<file path="src/rtl/aes_engine_stream.sv">
// Stream-side AES engine: packs 32-bit plaintext words into 128-bit blocks, runs them through the
// cipher core with a start/done handshake, then emits the result words. Optional AES_ENGINE_PERF_CNT_EN adds a busy-cycle counter.
module aes_engine_stream #(
  parameter int WORD_W          = 32,
  parameter int WORDS_PER_BLOCK = 4,
  parameter int CNT_W           = 16
) (
  input  logic              clk,
  input  logic              reset,
  input  logic              clear,
  input  logic              enable_i,
  input  logic              start_i,
  input  logic [CNT_W-1:0]  num_blocks_i,
  input  logic [WORD_W-1:0] in_data_i,
  input  logic              in_valid_i,
  output logic              in_ready_o,
  output logic [WORD_W-1:0] out_data_o,
  output logic              out_valid_o,
  input  logic              out_ready_i,
  output logic              core_start_o,
  output logic [127:0]      core_block_o,
  input  logic              core_done_i,
  input  logic [127:0]      core_result_i,
  output logic              busy_o,
  output logic              done_o,
  output logic [CNT_W-1:0]  block_cnt_o
`ifdef AES_ENGINE_PERF_CNT_EN
  ,
  output logic [31:0]       perf_cycles_o
`endif
);

  localparam int BLK_W = 128;
  localparam int IDX_W = (WORDS_PER_BLOCK > 1) ? $clog2(WORDS_PER_BLOCK) : 1;
  localparam logic [IDX_W-1:0] LAST_IDX = IDX_W'(WORDS_PER_BLOCK - 1);

  typedef enum logic [1:0] {IDLE, LOAD, CRYPT, DRAIN} state_t;

  state_t             state_q, state_d;
  logic [CNT_W-1:0]   num_blocks_q;
  logic [CNT_W-1:0]   block_cnt_q;
  logic [CNT_W-1:0]   cnt_inc;
  logic [IDX_W-1:0]   word_idx_q;
  logic [BLK_W-1:0]   block_q;
  logic [BLK_W-1:0]   result_q;
  logic               start_pend_q;
  logic               done_q;

  // Handshake strobes, all qualified by the current state.
  logic start_acc, in_hs, out_hs, core_take, word_last;

  assign cnt_inc   = block_cnt_q + CNT_W'(1);
  assign word_last = (word_idx_q == LAST_IDX);

  always_comb begin
    state_d      = state_q;
    in_ready_o   = 1'b0;
    out_valid_o  = 1'b0;
    core_start_o = 1'b0;
    start_acc    = 1'b0;
    in_hs        = 1'b0;
    out_hs       = 1'b0;
    core_take    = 1'b0;
    case (state_q)
      IDLE: begin
        start_acc = start_i & enable_i;
        if (start_acc && (num_blocks_i != '0)) state_d = LOAD;
      end
      LOAD: begin
        in_ready_o = enable_i;
        in_hs      = in_valid_i & enable_i;
        if (in_hs && word_last) state_d = CRYPT;
      end
      CRYPT: begin
        // done is only meaningful once the start pulse has actually gone out
        core_start_o = start_pend_q & enable_i;
        core_take    = ~start_pend_q & core_done_i;
        if (core_take) state_d = DRAIN;
      end
      DRAIN: begin
        out_valid_o = 1'b1;
        out_hs      = out_ready_i;
        if (out_hs && word_last) state_d = (cnt_inc == num_blocks_q) ? IDLE : LOAD;
      end
      default: state_d = IDLE;
    endcase
  end

  always_ff @(posedge clk or posedge reset) begin
    if (reset) begin
      state_q      <= IDLE;
      num_blocks_q <= '0;
      block_cnt_q  <= '0;
      word_idx_q   <= '0;
      block_q      <= '0;
      result_q     <= '0;
      start_pend_q <= 1'b0;
      done_q       <= 1'b0;
    end else if (clear) begin
      state_q      <= IDLE;
      num_blocks_q <= '0;
      block_cnt_q  <= '0;
      word_idx_q   <= '0;
      block_q      <= '0;
      result_q     <= '0;
      start_pend_q <= 1'b0;
      done_q       <= 1'b0;
    end else begin
      state_q <= state_d;
      done_q  <= 1'b0;
      if (start_acc) begin
        num_blocks_q <= num_blocks_i;
        block_cnt_q  <= '0;
        word_idx_q   <= '0;
        done_q       <= (num_blocks_i == '0);
      end
      // Shifting in from the bottom leaves the first word in [127:96].
      if (in_hs) begin
        block_q    <= {block_q[BLK_W-WORD_W-1:0], in_data_i};
        word_idx_q <= word_last ? '0 : word_idx_q + IDX_W'(1);
        if (word_last) start_pend_q <= 1'b1;
      end
      if (core_start_o) start_pend_q <= 1'b0;
      if (core_take) result_q <= core_result_i;
      if (out_hs) begin
        result_q   <= {result_q[BLK_W-WORD_W-1:0], {WORD_W{1'b0}}};
        word_idx_q <= word_last ? '0 : word_idx_q + IDX_W'(1);
        if (word_last) begin
          block_cnt_q <= cnt_inc;
          if (cnt_inc == num_blocks_q) done_q <= 1'b1;
        end
      end
    end
  end

  assign out_data_o   = result_q[BLK_W-1 -: WORD_W];
  assign core_block_o = block_q;
  assign busy_o       = (state_q != IDLE);
  assign done_o       = done_q;
  assign block_cnt_o  = block_cnt_q;

`ifdef AES_ENGINE_PERF_CNT_EN
  logic [31:0] perf_q;

  // Saturating count of busy cycles, restarted by each accepted start.
  always_ff @(posedge clk or posedge reset) begin
    if (reset) begin
      perf_q <= '0;
    end else if (clear || start_acc) begin
      perf_q <= '0;
    end else if (busy_o && (perf_q != 32'hFFFF_FFFF)) begin
      perf_q <= perf_q + 32'd1;
    end
  end

  assign perf_cycles_o = perf_q;
`endif

endmodule

</file>
<file path="config.mk">
export PLATFORM = sky130hd
export DESIGN_NAME = aes_engine_stream
export DESIGN_NICKNAME = d
export VERILOG_FILES = /design/src/rtl/aes_engine_stream.sv
export SDC_FILE = /design/constraint.sdc
export NUM_CORES = 1
export LEC_CHECK = 0
export CAP_MARGIN = 20
export CORE_MARGIN = 4
export CORE_UTILIZATION = 44
export DETAILED_ROUTE_END_ITERATION = 16
export PLACE_DENSITY_LB_ADDON = 0.15
export SYNTH_ARGS = -nofsm -noshare
export SYNTH_HDL_FRONTEND = slang
export SYNTH_SLANG_ARGS = --single-unit
export TNS_END_PERCENT = 20
</file>
<file path="constraint.sdc">
create_clock -name clk -period 10.7 [get_ports clk]
set_input_delay 2.675 -clock clk [delete_from_list [all_inputs] [get_ports clk]]
set_output_delay 2.675 -clock clk [all_outputs]
set_load 0.02 [all_outputs]
</file>
# ---- Word-level counts from Yosys, hierarchy flattened
# Index checks and enable logic that the tools add are counted.
dict set report op_classes {
  n_addsub 2
  n_mul 0
  div 0
  n_lt_le_gt_ge 0
  eq_ne 9
  shifts 0
  n_mux 39
  n_bitwise 5
  n_reduce_logical 15
}
# op count
set ops {}
lappend ops {{128-bit 2-to-1 mux} 5}
lappend ops {{16-bit 2-to-1 mux} 6}
lappend ops {{2-bit 2-to-1 mux} 10}
lappend ops {{1-bit 2-to-1 mux} 17}
lappend ops {{16-bit by 1-bit adder with 16-bit output (second input constant)} 1}
lappend ops {{16-bit == test} 1}
lappend ops {{16-bit zero test} 1}
lappend ops {{16-bit nonzero test} 1}
lappend ops {{3-bit != test (second input constant)} 4}
lappend ops {{3-bit nonzero test} 3}
lappend ops {{2-bit one-hot mux with 4 select lines} 1}
lappend ops {{2-bit == test (second input constant)} 3}
lappend ops {{2-bit nonzero test} 3}
lappend ops {{1-bit bitwise AND} 4}
lappend ops {{4-bit AND reduction} 1}
lappend ops {{4-bit nonzero test} 1}
lappend ops {{1-bit logical AND} 3}
lappend ops {{2-bit by 1-bit adder with 2-bit output (second input constant)} 1}
lappend ops {{2-bit by 1-bit == test with 1-bit output (second input constant)} 1}
lappend ops {{2-bit zero test} 1}
lappend ops {{2-bit AND reduction} 1}
lappend ops {{1-bit inverter} 1}
dict set report word_totals {
  regBits 294
  latchBits 0
  mem_bits_rw 0
  mem_bits_ro 0
  inputBits 184
  memories 0
}

# ---- Depth between registers and ports, before layout
# Gate-level depths: netlist of the first run.
dict set report depth {
  ltp_word 7
  depth_mapped 9
}

# ---- Least setup slack after synthesis of the first run
# Ideal clock, no wire load.
dict set report synth_path {
  path_type {input-to-output}
  start {in enable_i}
  end {out core_start_o}
  arrival_ns 2.915
  t_required_ns 8.025
  slack_ns 5.110
  path_stages 1
  path_cell_list {and3_1}
}
dict set report synth_via {
  elab_chain_cells 2
}
# item line_no
set synth_lines {}
lappend synth_lines {{start: declaration} 11} ;# input logic enable_i,
lappend synth_lines {{1-bit bitwise AND} 76} ;# core_start_o = start_pend_q & enable_i;
lappend synth_lines {{1-bit 2-to-1 mux} 64} ;# case (state_q)
lappend synth_lines {{end: declaration} 20} ;# output logic core_start_o,
# Every way passes these cells.

# ---- Final worst setup path of the first run
dict set report layout_path {
  start {in enable_i}
  end {out in_ready_o}
}
dict set report layout_via {
  elab_chain_cells 1
}
# item line_no
set layout_lines {}
lappend layout_lines {{1-bit 2-to-1 mux} 64}
lappend layout_lines {{end: declaration} 16} ;# output logic in_ready_o,
# Every way passes these cells.

==> flow_summary.json, run 1 <==
{
  "ant_nets": 0,
  "io_pins": 365,
  "initial_core_util_pct": 45.0,
  "cts_root_buf": "clkbuf_16",
  "grt-ovfl-total": 0,
  "grt_pass1_vias": 11700,
  "synth.net_count": 1752,
  "setup_violations": 0,
  "ys_seq_area_share_pct": 54.7,
  "end_kind": "primary output",
  "dp_hpwl_um": 27000,
  "setup_slack_ps": 3920,
  "worst-setup-path-type": "input pin to primary output",
  "tightest_slew_ps": 1050,
  "via_per_inst": 5.38,
  "synth_common_cells": "565 x nand2_1, 294 x dfrtp_1, 195 x a21oi_1",
  "start_kind": "input pin",
  "cpMostUsedCell": "clkdlybuf4s50_1",
  "cts_buffers": 34,
  "clock_sinks": 294,
  "yosysWarnings": 0,
  "crit_required_ps": 8030,
  "fin_skew_ps": 9.58,
  "r2r-start": "state_q[0]$_DFFE_PP0P_",
  "synth_top_area_share_pct": 54.7,
  "core.rowCount": 63,
  "initialDrtViolationCount": 1163,
  "drt-pass1-iter-count": 5,
  "final_nets": 2011,
  "synth_area_leaders": "dfrtp_1 55%, nand2_1 16%, a21oi_1 7.3%",
  "die_y_um": 183,
  "slew_headroom_pct": 30.3,
  "ctsResizeCount": 0,
  "place_ws_ps": 3930,
  "synth_most_common_cell": "nand2_1",
  "slew_violations": 0,
  "gp_congestion": 0.843,
  "area_growth_pct": 34.6,
  "synth_edf_count": 0,
  "grt_pass1_wl_um": 65200,
  "vdd.ir_drop.worst_v": 0.000123,
  "yosys.area.top_type": "dfrtp_1",
  "syn-instance-count": 1561,
  "final-hold-violation-count": 0,
  "worst_skew_pair.late_latency_ps": 500,
  "clockBufferDepth": 3,
  "grtUsageTotal_pct": 23.8,
  "cp_max_fo": 8,
  "drc": 0,
  "finalSetupTns_ps": 0,
  "hold_depth": 2,
  "die_w_um": 183,
  "hold_end": "core_block_o[96]$_DFFE_PP0P_",
  "grt_start_max_net_pins": 119,
  "r2r-end": "result_q[63]$_DFFE_PP0P_",
  "hp-start": "core_block_o[96]$_DFFE_PP0P_",
  "period_minus_slack_ps": 6780,
  "dieArea_sq_mm": 0.0334,
  "clkTransAtPathRegs_ps": 60,
  "wirelength_um": 41300,
  "hold_class": "flop to flop",
  "power.density_mw_per_mm2": 155,
  "p_total_uw": 2810,
  "core_sq_mm": 0.0299,
  "post-cts-setup-buffers": 0,
  "vias": 12100,
  "critical_path.slowest_cell": "clkdlybuf4s50_1",
  "reg2reg_slack_ps": 7790,
  "rsz0062_at_grt": "false",
  "ys_ff_latch": 294,
  "maxCapViolations": 0,
  "worstPathCellList": "clkdlybuf4s50_1, and2_1, clkdlybuf4s50_1",
  "drive_above_1_share_pct": 4.13,
  "clock.fmax_ghz": 0.147,
  "ys.flop_type": "dfrtp_1",
  "antenna_found_initial": 13,
  "cts_tree": "done",
  "slowest_delay_ps": 630,
  "arrival_ps": 4110,
  "yosysUniqueCellTypes": 52,
  "place_area_sq_mm": 0.0170,
  "outcome": "finished clean",
  "synth-async-reset-ratio_pct": 100,
  "final_cell_area_sq_mm": 0.0181,
  "numPortBuffers": 364,
  "r2r_cells": 8,
  "p_leak_uw": 0.00745,
  "syn-cell-area_sq_mm": 0.0134,
  "ctsHtreeMaxLevel": 2,
  "hold_buffers": 0,
  "fin_crit_sh_pct": 63.4,
  "avgSynthCellArea_sq_um": 8.61,
  "wl_per_cell_um": 18.4
}
[layout make-up]
| cell class | count | area (sq um) |
|---|---|---|
| Antenna cell | 9 | 22.5 |
| Tap cell | 390 | 488 |
| Sequential cell | 294 | 7360 |
| Clock inverter | 4 | 23.8 |
| Multi-Input combinational cell | 1106 | 5370 |
| Fill cell | 2662 | 11800 |
| Clock buffer | 54 | 1040 |
| Timing Repair Buffer | 379 | 3780 |
| Inverter | 5 | 22.5 |
[critical path: cells and delay by family]
| family | cells | cell delay (ps) |
|---|---|---|
| buf+inv | 2 | 1210 |
| simple gates | 1 | 220 |
[report_power, final]
group	internal [uW]	switching, uW
sequential	1180	47.7
combinational	189	278
clock	665	448
total	2030	774
[metal layers]
metal	GRT usage (%)	vias up	share of wire (%)
met4	6.91	8	2.2
met1	33.2	5824	42
met3	8.81	67	10
met5	0	-	0.090
li1	-	5722	-
met2	35.2	437	45
[stage by stage]
stage	hold WS, ps	cells	util, %
2_1_floorplan	502	1561	-
3_3_place_gp	509	2173	56.9
3_5_place_dp	514	2173	56.9
4_1_cts	522	2231	60.4
5_1_grt	537	2241	60.6
6_report	519	2241	60.6
[layout by cell type, fill, tap and decap left out, types with 8 or more instances in the layout]
cell,Yosys,routed
nand2_1,565,563
dfrtp_1,294,294
clkbuf_16,0,37
o21ai_0,14,14
clkdlybuf4s50_1,0,363
nand3_1,8,8
nor4_1,8,8
a311oi_1,96,96
diode_2,0,9
nor3_1,8,8
nor2_1,128,127
buf_4,35,14
a21oi_1,195,195
clkbuf_1,110,12
xnor2_1,13,13
and3_1,10,9
[kinds of logic after synthesis]
family                   after synthesis  synth area share [%]
AND/OR/NAND/NOR                      748                  22.2
AO/OA/AOI/OAI                        328                  15.4
flip-flops                           294                  54.7
buffers and inverters                161                  5.56
XOR/XNOR                              20                  1.30
adder cells (fa/ha/maj)                7                 0.651
multiplexers                           3                 0.242
[state kept, by name (all words and copies together), names as in the netlist]
signal / count
core_block_o: 128
state_q: 2
start_pend_q: 1
word_idx_q: 2
block_cnt_o: 16
result_q: 128
done_o: 1
num_blocks_q: 16
[worst max path at each step]
stage,from,slack (ps),cells after the start,end
3_3_place_gp,enable_i,3940,3,in_ready_o
5_1_grt,enable_i,3880,3,in_ready_o
2_1_floorplan,reset,4120,1,block_cnt_o[0]$_DFF_PP0_
6_report,enable_i,3920,3,in_ready_o
4_1_cts,enable_i,3920,3,in_ready_o
3_5_place_dp,enable_i,3930,3,in_ready_o
(Power assumes the default switching activity.)
==> run 2: changes to the inputs <==
--- a/config.mk
+++ b/config.mk
@@ -7,7 +7,7 @@
 export LEC_CHECK = 0
 export CAP_MARGIN = 20
 export CORE_MARGIN = 4
-export CORE_UTILIZATION = 44
+export CORE_UTILIZATION = 49
 export DETAILED_ROUTE_END_ITERATION = 16
 export PLACE_DENSITY_LB_ADDON = 0.15
 export SYNTH_ARGS = -nofsm -noshare
==> constraint.sdc (replaced) <==
create_clock -name clk -period 6.9 [get_ports clk]
set_input_delay 1.725 -clock clk [delete_from_list [all_inputs] [get_ports clk]]
set_output_delay 1.725 -clock clk [all_outputs]
set_load 0.02 [all_outputs]
==> run 2 against run 1 <==
Effect of this change: flip-flop and latch count stayed put; hold slack better by 2.5 ps; sequential power grew 54%; design area is 0.87% lower; clock-buffer cell count decreased by 7; die area down 9.8%; clock power increased by 45%; critical path depth stayed put; total power up 51%; combinational power rose by 54%; first-iteration DRC count rose by 19%; largest cell class unchanged; non-clock buffer count fell by 5.
==> flow_summary.json, run 2 (synthesis gave the netlist of run 1 again) <==
{
  "dp_hpwl_um": 26300,
  "core.rowCount": 60,
  "maxCapViolations": 0,
  "drc": 0,
  "io_pins": 365,
  "place_area_sq_mm": 0.0170,
  "initialDrtViolationCount": 1388,
  "vdd.ir_drop.worst_v": 0.000211,
  "via_per_inst": 5.58,
  "rsz0062_at_grt": "false",
  "clock.fmax_ghz": 0.204,
  "start_kind": "input pin",
  "gp_congestion": 0.869,
  "core_sq_mm": 0.0270,
  "end_kind": "primary output",
  "ctsResizeCount": 0,
  "post-cts-setup-buffers": 0,
  "cts_buffers": 31,
  "die_w_um": 174,
  "switching_power_uw": 1170,
  "area_growth_pct": 33.5,
  "vias": 12200,
  "ctsHtreeMaxLevel": 1,
  "hold_buffers": 0,
  "clockBufferDepth": 3,
  "outcome": "finished clean",
  "final_cell_area_sq_mm": 0.0179,
  "most-common-layout-cells": "563 x nand2_1, 363 x clkdlybuf4s50_1, 294 x dfrtp_1, 195 x a21oi_1, 127 x nor2_1",
  "p_leak_uw": 0.00740,
  "cp_max_fo": 8,
  "arrival_ps": 3170,
  "cts_tree": "done",
  "ant_nets": 0,
  "final-hold-violation-count": 0,
  "worst-setup-path-type": "input pin to primary output",
  "combPwrFrac_pct": 17.0,
  "clkTransAtPathRegs_ps": 60,
  "grt-ovfl-total": 0,
  "period_minus_slack_ps": 4890,
  "switching_share_pct": 27.7,
  "grt_pass1_vias": 11700,
  "setup_slack_ps": 2010,
  "finalSetupTns_ps": 0,
  "dieArea_sq_mm": 0.0302,
  "final_nets": 2003,
  "antenna_found_initial": 11,
  "tightest_slew_ps": 1040,
  "internal_power_uw": 3060,
  "crit_required_ps": 5180,
  "slew_headroom_pct": 30.9,
  "drive_above_1_share_pct": 3.87,
  "power.density_mw_per_mm2": 236,
  "clock_sinks": 294,
  "wl_per_cell_um": 18.5,
  "numPortBuffers": 364,
  "die_y_um": 174,
  "nFillCells": 2166,
  "grtUsageTotal_pct": 25.7,
  "initial_core_util_pct": 49.9,
  "place_ws_ps": 2010,
  "grt_pass1_wl_um": 64400,
  "fin_crit_sh_pct": 70.9,
  "wirelength_um": 40300,
  "hold_class": "flop to flop",
  "slew_violations": 0,
  "drt-pass1-iter-count": 5,
  "setup_violations": 0,
  "clkPwrFrac_pct": 38.0,
  "seqPwrFrac_pct": 45.0,
  "worst_skew_pair.late_latency_ps": 550,
  "fin_skew_ps": 9.26,
  "utilization_pct": 66.6,
  "grt_start_max_net_pins": 178,
  "p_total_uw": 4230,
  "layout_commonest_cell": "nand2_1",
  "cts_root_buf": "clkbuf_16"
}
run 2: changes by cell type in the layout (fill, tap and decap cells not counted):
cell,delta
inv_6,-1
buf_16,-1
buf_12,+4
inv_8,+1
clkbuf_1,-3
buf_4,-8
clkbuf_16,-6
clkinvlp_4,+1
clkinv_2,+2
bufinv_16,+1
diode_2,-2
clkbuf_8,+2
run 2: power groups by stage:
| stage | combinational, uW | clock, uW | sequential [uW] |
|---|---|---|---|
| after floorplan | 446 | 0 | 1930 |
| after global placement | 710 | 0 | 1930 |
| after detailed placement | 718 | 0 | 1930 |
| after CTS | 723 | 1630 | 1900 |
| after global routing | 791 | 1720 | 1920 |
| final | 720 | 1610 | 1900 |
run 2: through the flow:
step           hold slack, ps  std cells
6_report                  522       2182
5_1_grt                   540       2181
4_1_cts                   525       2175
3_5_place_dp              517       2120
3_3_place_gp              510       2120
2_1_floorplan             502       1561
run 2: layout make-up:
class,instances,area [sq um],area share (%)
sequential,294,7360,41.0
multi-input combinational,1106,5370,29.9
timing repair buffer,374,3770,21.0
clock buffer,47,906,5.05
tap,341,427,2.38
clock inverter,8,73.8,0.411
inverter,5,22.5,0.125
antenna,7,17.5,0.0976
run 2: metal layers:
metal  up-vias  global-route usage, %  wire, um
met5         -                      0        73
met4        10                   7.06      1100
met3        71                   9.64      4590
met2       521                   37.8     17800
met1      5854                   36.0     16700
li1       5723                      -         -
run 2: worst paths after layout:
check / from / end / slack (ps) / depth (start not counted)
max: enable_i / in_ready_o / 2010 / 3
max reg2reg: state_q[0]$_DFFE_PP0P_ / result_q[50]$_DFFE_PP0P_ / 4130 / 7
min reg2reg: result_q[7]$_DFFE_PP0P_ / result_q[7]$_DFFE_PP0P_ / 520 / 2
min: result_q[7]$_DFFE_PP0P_ / result_q[7]$_DFFE_PP0P_ / 520 / 2
max in group asynchronous: reset / result_q[11]$_DFFE_PP0P_ / 3880 / 3
min in group asynchronous: reset / block_cnt_o[1]$_DFF_PP0_ / 1620 / 2
run 2: critical path: stages:
cell             delay (ps)
clkdlybuf4s50_1         580
and2_1                  230
clkdlybuf4s50_1         630
